### src/rtl/i2c_txn_sequencer.sv
// i2c_txn_sequencer: turns single-register write/read requests into a
// sequence of byte-level commands for the I2C bit engine (START, WRITE,
// READ, STOP). It gathers the slave ACK/NACK status and the read data, and
// returns one response per request.
// Optional feature macro: I2C_SEQ_TIMEOUT_EN. When it is defined, a
// watchdog on eng_done aborts the engine and reports error 11.
module i2c_txn_sequencer #(
  parameter int TIMEOUT_CYCLES = 4096
) (
  input  logic       clk,
  input  logic       reset,
  input  logic       req_valid,
  output logic       req_ready,
  input  logic       req_rw,
  input  logic [6:0] req_dev,
  input  logic [7:0] req_reg,
  input  logic [7:0] req_wdata,
  output logic       rsp_valid,
  input  logic       rsp_ready,
  output logic [1:0] rsp_err,
  output logic [7:0] rsp_rdata,
  output logic       cmd_valid,
  input  logic       cmd_ready,
  output logic [1:0] cmd_op,
  output logic [7:0] cmd_data,
  output logic       cmd_nack,
  input  logic       eng_done,
  input  logic       eng_ack,
  input  logic [7:0] eng_rdata,
  output logic       eng_abort
);

  typedef enum logic [3:0] {
    S_IDLE, S_START, S_DEV_W, S_REG, S_DATA,
    S_RSTART, S_DEV_R, S_READ, S_STOP, S_RESP
  } state_t;

  typedef enum logic {PH_ISSUE, PH_WAIT} phase_t;

  localparam logic [1:0] OP_START = 2'b00;
  localparam logic [1:0] OP_WRITE = 2'b01;
  localparam logic [1:0] OP_READ  = 2'b10;
  localparam logic [1:0] OP_STOP  = 2'b11;

  localparam logic [1:0] ERR_OK      = 2'b00;
  localparam logic [1:0] ERR_ADDR    = 2'b01;
  localparam logic [1:0] ERR_DATA    = 2'b10;
  localparam logic [1:0] ERR_TIMEOUT = 2'b11;

  state_t     state;
  phase_t     phase;
  logic       rw;
  logic [6:0] dev;
  logic [7:0] reg_addr;
  logic [7:0] wdata;
  logic [7:0] rdata;
  logic [1:0] err;

  state_t     done_next;
  logic [1:0] nack_err;

  // Engine opcode for the command that a given state issues.
  function automatic logic [1:0] op_of(input state_t s);
    logic [1:0] op;
    case (s)
      S_START, S_RSTART: op = OP_START;
      S_READ:            op = OP_READ;
      S_STOP:            op = OP_STOP;
      default:           op = OP_WRITE;
    endcase
    return op;
  endfunction

  // Byte that goes with the command of a given state (0 for non-WRITE).
  function automatic logic [7:0] data_of(input state_t s, input logic [6:0] d,
                                         input logic [7:0] r, input logic [7:0] w);
    logic [7:0] b;
    case (s)
      S_DEV_W: b = {d, 1'b0};
      S_REG:   b = r;
      S_DATA:  b = w;
      S_DEV_R: b = {d, 1'b1};
      default: b = 8'h00;
    endcase
    return b;
  endfunction

  // Where to go once the current command reports done, and which error a NACK raises.
  always_comb begin
    done_next = S_IDLE;
    nack_err  = ERR_OK;
    case (state)
      S_START:  done_next = S_DEV_W;
      S_DEV_W:  begin
        done_next = eng_ack ? S_REG : S_STOP;
        nack_err  = eng_ack ? ERR_OK : ERR_ADDR;
      end
      S_REG:    begin
        done_next = !eng_ack ? S_STOP : (rw ? S_RSTART : S_DATA);
        nack_err  = eng_ack ? ERR_OK : ERR_DATA;
      end
      S_DATA:   begin
        done_next = S_STOP;
        nack_err  = eng_ack ? ERR_OK : ERR_DATA;
      end
      S_RSTART: done_next = S_DEV_R;
      S_DEV_R:  begin
        done_next = eng_ack ? S_READ : S_STOP;
        nack_err  = eng_ack ? ERR_OK : ERR_ADDR;
      end
      S_READ:   done_next = S_STOP;
      S_STOP:   done_next = S_RESP;
      default:  done_next = S_IDLE;
    endcase
  end

`ifdef I2C_SEQ_TIMEOUT_EN
  logic [15:0] wait_cnt;
`else
  logic unused_timeout_cfg;
  assign unused_timeout_cfg = ^32'(TIMEOUT_CYCLES);
  assign eng_abort = 1'b0;
`endif

  // Sequencer FSM: accept request, issue/wait per command, return the response.
  always_ff @(posedge clk) begin
    if (reset) begin
      state     <= S_IDLE;
      phase     <= PH_ISSUE;
      req_ready <= 1'b1;
      rsp_valid <= 1'b0;
      rsp_err   <= ERR_OK;
      rsp_rdata <= 8'h00;
      cmd_valid <= 1'b0;
      cmd_op    <= OP_START;
      cmd_data  <= 8'h00;
      cmd_nack  <= 1'b0;
      rw        <= 1'b0;
      dev       <= 7'h00;
      reg_addr  <= 8'h00;
      wdata     <= 8'h00;
      rdata     <= 8'h00;
      err       <= ERR_OK;
`ifdef I2C_SEQ_TIMEOUT_EN
      wait_cnt  <= 16'h0000;
      eng_abort <= 1'b0;
`endif
    end else begin
`ifdef I2C_SEQ_TIMEOUT_EN
      eng_abort <= 1'b0;
`endif
      case (state)
        S_IDLE: begin
          if (req_valid && req_ready) begin
            rw        <= req_rw;
            dev       <= req_dev;
            reg_addr  <= req_reg;
            wdata     <= req_wdata;
            rdata     <= 8'h00;
            err       <= ERR_OK;
            req_ready <= 1'b0;
            state     <= S_START;
            phase     <= PH_ISSUE;
            cmd_valid <= 1'b1;
            cmd_op    <= OP_START;
            cmd_data  <= 8'h00;
            cmd_nack  <= 1'b0;
          end
        end
        S_RESP: begin
          if (rsp_ready) begin
            rsp_valid <= 1'b0;
            rsp_err   <= ERR_OK;
            rsp_rdata <= 8'h00;
            req_ready <= 1'b1;
            state     <= S_IDLE;
          end
        end
        default: begin
          if (phase == PH_ISSUE) begin
            if (cmd_ready) begin
              cmd_valid <= 1'b0;
              phase     <= PH_WAIT;
`ifdef I2C_SEQ_TIMEOUT_EN
              wait_cnt  <= 16'h0000;
`endif
            end
          end else if (eng_done) begin
            if (state == S_READ) rdata <= eng_rdata;
            if (err == ERR_OK) err <= nack_err;
            state <= done_next;
            phase <= PH_ISSUE;
            if (done_next == S_RESP) begin
              rsp_valid <= 1'b1;
              rsp_err   <= err;
              rsp_rdata <= (err == ERR_OK) ? rdata : 8'h00;
            end else begin
              cmd_valid <= 1'b1;
              cmd_op    <= op_of(done_next);
              cmd_data  <= data_of(done_next, dev, reg_addr, wdata);
              cmd_nack  <= (done_next == S_READ);
            end
          end
`ifdef I2C_SEQ_TIMEOUT_EN
          else if (wait_cnt == 16'(TIMEOUT_CYCLES - 1)) begin
            eng_abort <= 1'b1;
            state     <= S_RESP;
            phase     <= PH_ISSUE;
            rsp_valid <= 1'b1;
            rsp_err   <= (err == ERR_OK) ? ERR_TIMEOUT : err;
            rsp_rdata <= 8'h00;
          end else begin
            wait_cnt <= wait_cnt + 16'h0001;
          end
`endif
        end
      endcase
    end
  end

endmodule

### config.mk
export PLATFORM = sky130hd
export DESIGN_NAME = i2c_txn_sequencer
export DESIGN_NICKNAME = d
export VERILOG_FILES = /design/src/rtl/i2c_txn_sequencer.sv
export SDC_FILE = /design/constraint.sdc
export NUM_CORES = 1
export LEC_CHECK = 0
export ABC_AREA = 1
export BUFFER_PORTS_ARGS = -buffer_cell sky130_fd_sc_hd__buf_2
export CAP_MARGIN = 20
export CORE_MARGIN = 2
export CORE_UTILIZATION = 30
export DETAILED_ROUTE_END_ITERATION = 7
export GPL_TIMING_DRIVEN = 1
export MAX_ROUTING_LAYER = met4
export PLACE_DENSITY = 0.62
export SLEW_MARGIN = 20
export SYNTH_ARGS = -nofsm -noshare
export SYNTH_HDL_FRONTEND = slang
export SYNTH_SLANG_ARGS = --single-unit
### constraint.sdc
create_clock -name clk -period 1.6 [get_ports clk]
set_clock_uncertainty 0.1 [all_clocks]
set_input_delay 0.48 -clock clk [delete_from_list [all_inputs] [get_ports clk]]
set_output_delay 0.48 -clock clk [all_outputs]
set_load 0.01 [all_outputs]
### Word-level counts from Yosys, hierarchy flattened

Cells that the tools add are included.

* bits of input ports: 39
* logic and storage cells: 134
* flip-flop bits (word level): 63
* output and inout bits: 25

* bitwise operators: 2
* reduce and logical (&&, ||, !) cells: 27
* multiplexer cells: 66
* eq/ne operators: 23

Operator list (number)
* $mux 8: 12
* $pmux 8 s2: 3
* $eq 4x3->1 const B: 8
* $pmux 8 s4: 1
* $mux 4: 7
* $pmux 4 s7: 1
* $reduce_and 5->1: 5
* $mux 2: 12
* $mux 1: 19
* $eq 4x2->1 const B: 4
* $eq 4x4->1 const B: 4
* $pmux 2 s2: 4
* $reduce_bool 2->1: 8
* $pmux 1 s2: 5
* $reduce_bool 3->1: 3
* $eq 4x1->1 const B: 2
* $pmux 4 s2: 1
* $reduce_or 2->1: 4
* $ne 3x2->1 const B: 2
* $pmux 2 s3: 1
* $logic_not 4->1: 1
* $ne 2x2->1 const B: 2
* $reduce_and 2->1: 2
* $reduce_and 4->1: 1
* other kinds (5): 6

### Longest topological paths before layout

* word-level depth: 10
* gate-level depth with buffers: 12
* mapped depth without buffers: 11

### Worst setup path after synthesis

OpenSTA, ideal clock, no wires.

* kind: input to register
* start: input port eng_ack
* end: register cmd_data[1]
* data required time: 1.430 ns
* library setup time: 0.070 ns
* arrival: 1.513 ns
* stages: 7
* buffers on the path: 1
* setup slack: -0.084 ns
* path through: buf_2 inv_1 nor3_1 nand2_1 nand3_1 nand2_1 a21oi_1

* word-level cells in the longest chain between the ends: 8
* elaborated cells between the ends (all ways): 16
* classes of those cells: eq/ne: 6; mux: 9; reduce/logical: 1

RTL lines
* from (decl): RTL line 28 `input logic eng_ack,`
* $mux 4, on equally long branches: RTL line 108, 95, 99
* $pmux 4 s7 (*): RTL line 92 `case (state)`
* $eq 4x3->1 or $eq 4x2->1 (tied branches): RTL line 78 `case (s)`
* $pmux 8 s4: RTL line 78
* $mux 8: RTL line 193 `if (done_next == S_RESP) begin`
* $mux 8: RTL line 188 `end else if (eng_done) begin`
* $mux 8: RTL line 180 `if (phase == PH_ISSUE) begin`
* $pmux 8 s2: RTL line 152 `case (state)`
* to (signal assigned): RTL line 200 `cmd_data <= data_of(done_next, dev, reg_addr, wdata);`
* to (decl): RTL line 25 `output logic [7:0] cmd_data,`

Mark *: on every way between the ends. The rest lies on a longest branch, timed or not. The select of a mux whose other input is x is not followed.
A chain may end at the register's enable or synchronous reset.

### Worst setup path after layout

* start: register state[0]
* end: register rdata[0]

* word-level cells in the longest chain between the ends: 3
* elaborated cells between the ends (all ways): 10
* classes of those cells: eq/ne: 3; mux: 1; bitwise: 1; reduce/logical: 5

RTL lines
* from (decl): RTL line 50 `state_t state;`
* from (signal assigned): RTL line 191 `state <= done_next;`
* $eq 4x3->1 (tied with other cells): RTL line 189 `if (state == S_READ) rdata <= eng_rdata;`
* $reduce_bool 2->1 (no line) (tied with other cells)
* $reduce_and 5->1 (no line)
* to (signal assigned): RTL line 189
* to (decl): RTL line 56 `logic [7:0] rdata;`

Several ways; a longest one is shown, not always the timed one.

==> impl_metrics.json <==
{
  "rsz0062_at_grt": "yes",
  "clkTransAtPathRegs_ps": 80,
  "postSynthNetCount": 428,
  "reg2reg_setup_slack_ps": -90,
  "period_needed_ps": 1690,
  "netlist.top_cell.by_area": "dfxtp_1",
  "detailedPlacementHpwl_um": 5350,
  "drt-wirelength-per-cell_um": 12.9,
  "number_of_drc_markers_in_iteration_0": 95,
  "h-tree-depth": 3,
  "asyncSetResetFlopFracSynth_pct": 0,
  "cts.hold.buffers_added": 0,
  "setup_viol_count_final": 19,
  "synthToLayoutAreaGrowth_pct": 49.5,
  "power_leakage_nw": 1.85,
  "critical_path.startpoint_type": "flop",
  "syn-instance-count": 389,
  "routed-via-count": 2873,
  "design.final.nets": 535,
  "coreArea_mm2": 0.00906,
  "detail_route.vias_per_cell": 4.69,
  "layout-drive-gt1-share_pct": 42.1,
  "synth_top_cell_area_share_pct": 45.7,
  "drc": 0,
  "start_util_pct": 30.5,
  "mapped_avg_cell_area_um2": 7.10,
  "drt-pass1-iter-count": 5,
  "timing.critical_path.from": "state[0]$_SDFFE_PP0P_",
  "die_height_um": 100,
  "final_min_period_over_clock_period_pct": 106,
  "dieWidth_um": 100,
  "ys_seq_area_share_pct": 45.7,
  "cts_sink_cnt": 63,
  "ys_seq_elements": 63,
  "routed_wirelength_um": 7880,
  "floorplan.io_pins": 64,
  "hold_class": "in2reg",
  "final.setup.worst_slack_ps": -88.8,
  "pwr_density_cell_mw_per_mm2": 1750,
  "synth.top_cells.by_area": "dfxtp_1 46%, nand2_1 13%, nor2_1 8.6%",
  "timing.fmax_ghz": 0.592,
  "critical_path.slowest_cell": "dfxtp_4",
  "final_hold_viol_count": 0,
  "regToRegStartpoint": "state[0]$_SDFFE_PP0P_",
  "placement_rows": 35,
  "max_stage_delay_ps": 380,
  "required_ps": 1720,
  "global_route_wire_length_before_repair_um": 12400,
  "final.fill_count": 922,
  "run_status": "complete, but fails checks",
  "antenna_cells_inserted": 0,
  "global_route.overflow_total": 0,
  "die_area_mm2": 0.00999,
  "ys_warn_count": 0,
  "worst_hold_startpoint": "req_reg[3]",
  "clk_path_buf_depth": 2,
  "crit_type": "reg2reg",
  "synthDistinctLibCells": 26,
  "max_cap_violations": 0,
  "globalplace.congestion": 0.934,
  "post_synth_edffs": 0,
  "tritoncts": "built",
  "io_buffer_count": 62,
  "grt_start_max_net_pins": 29,
  "via_count_of_the_first_global_routing_pass": 2680,
  "cts_made_buffers": 9,
  "syn-cell-area_mm2": 0.00276,
  "violations": "setup timing",
  "vdd_drop_max_mv": 0.820,
  "postRouteAntennaNets": 0,
  "clock_tree.root_cell": "clkbuf_8",
  "antenna_violations_before_repair": 0,
  "critical_path.endpoint_type": "flop",
  "grt_util_all_layers_pct": 16.2,
  "synth-main-ff-cell": "dfxtp_1",
  "pre_cts_slack_ps": -183,
  "worst_ep_arrival_time_ps": 1810,
  "drv_slew": 0,
  "synth_commonest_cells": "94 x nand2_1, 63 x dfxtp_1, 63 x nor2_1",
  "yosys.cell_count.top_type": "nand2_1",
  "crit_fanout": 9,
  "totalNegativeSetupSlack_ps": -1000,
  "critical_path.cell_chain": "nor2_4, nand2_4, buf_4, a211oi_4, buf_6, buf_12, nand2_1, o21ai_1, nor2_1",
  "worst_skew_pair_latency_ps": 340
}
metal layers:
metal | track usage, % | wire length [um]
met5 | - | 0
met3 | 4.04 | 360
met1 | 19.2 | 3460
met2 | 26.7 | 3930
met4 | 5.58 | 133
path summary, 6_finish.rpt:
| kind | cells past startpoint | end |
|---|---|---|
| worst min register to register | 2 | rsp_rdata[7]$_SDFFE_PP0P_ |
| worst max-delay path | 9 | rdata[0]$_SDFFE_PP0P_ |
| worst max register to register | 9 | rdata[0]$_SDFFE_PP0P_ |
| worst min-delay path | 3 | reg_addr[3]$_SDFFE_PP0P_ |
cell families (layout without fill, tap and decap cells):
| kind of cell | count (synthesis) | in the layout | share of synthesized area (%) |
|---|---|---|---|
| and+or+nand+nor | 209 | 211 | 32.7 |
| buffers and inverters | 42 | 152 | 7.16 |
| DFF | 63 | 63 | 45.7 |
| AOI/OAI and AO/OA | 74 | 74 | 14.3 |
| other | 1 | 1 | 0.136 |
placed cells by master (no fill, tap or decap), types with 7 or more instances in the layout:
| cell | instances |
|---|---|
| a21oi_2 | 9 |
| a21oi_1 | 22 |
| nand3_1 | 21 |
| buf_6 | 7 |
| dfxtp_1 | 59 |
| inv_1 | 14 |
| o21ai_1 | 9 |
| o21ai_0 | 28 |
| buf_4 | 37 |
| nor2_1 | 55 |
| nand2_1 | 74 |
| buf_2 | 62 |
| nor2_4 | 9 |
| nand2_2 | 19 |
| clkbuf_8 | 10 |
| nand3_2 | 8 |
| nor2_2 | 8 |
critical path, delay by kind of cell, from the launching register on:
| kind | cells | cell delay [ps] |
|---|---|---|
| compound gates | 2 | 280 |
| simple gates | 4 | 340 |
| flops | 1 | 380 |
| buf+inv | 3 | 460 |
what timing repair did:
item,CTS,global route
setup endpoints to repair,32,61
cloned,1,3
pin swaps,0,28
buffers inserted,0,6
resized for setup,17,75
registers in the layout, summed over array words and instances (netlist names):
register	count
cmd_data	8
cmd_nack	1
cmd_op	2
cmd_valid	1
dev	7
err	2
phase	1
rdata	8
reg_addr	8
req_ready	1
rsp_err	2
rsp_rdata	8
rsp_valid	1
rw	1
state	4
wdata	8
report_power, final:
group | switching (mW) | internal (mW) | total [mW]
Clock | 0.622 | 0.920 | 1.54
Sequential | 0.264 | 1.96 | 2.23
Combinational | 1.93 | 1.51 | 3.44
Total | 2.82 | 4.39 | 7.21
stage by stage:
step | total power [mW] | instances | hold slack [ps] | cell area [um2] | utilization, %
finish | 7.21 | 612 | 262 | 4130 | 45.6
global route | 7.76 | 612 | 244 | 4130 | 45.6
detailed placement | 4.97 | 586 | 354 | 3490 | 38.5
floorplan | 3.99 | 389 | 343 | 2800 | -
CTS | 6.62 | 603 | 242 | 3780 | 41.7
global placement | 4.94 | 586 | 349 | 3490 | 38.5
final cells by class:
type | instances | area, um2 | share of cell area (%)
clock buffers | 11 | 141 | 3.42
clock inverters | 5 | 81.3 | 1.97
inverters | 24 | 108 | 2.61
multi-input cells | 286 | 1590 | 38.6
flip-flops and latches | 63 | 1280 | 30.9
well taps | 111 | 139 | 3.36
repair buffers | 112 | 792 | 19.2
Note: power is estimated with default switching activity, not from simulation.
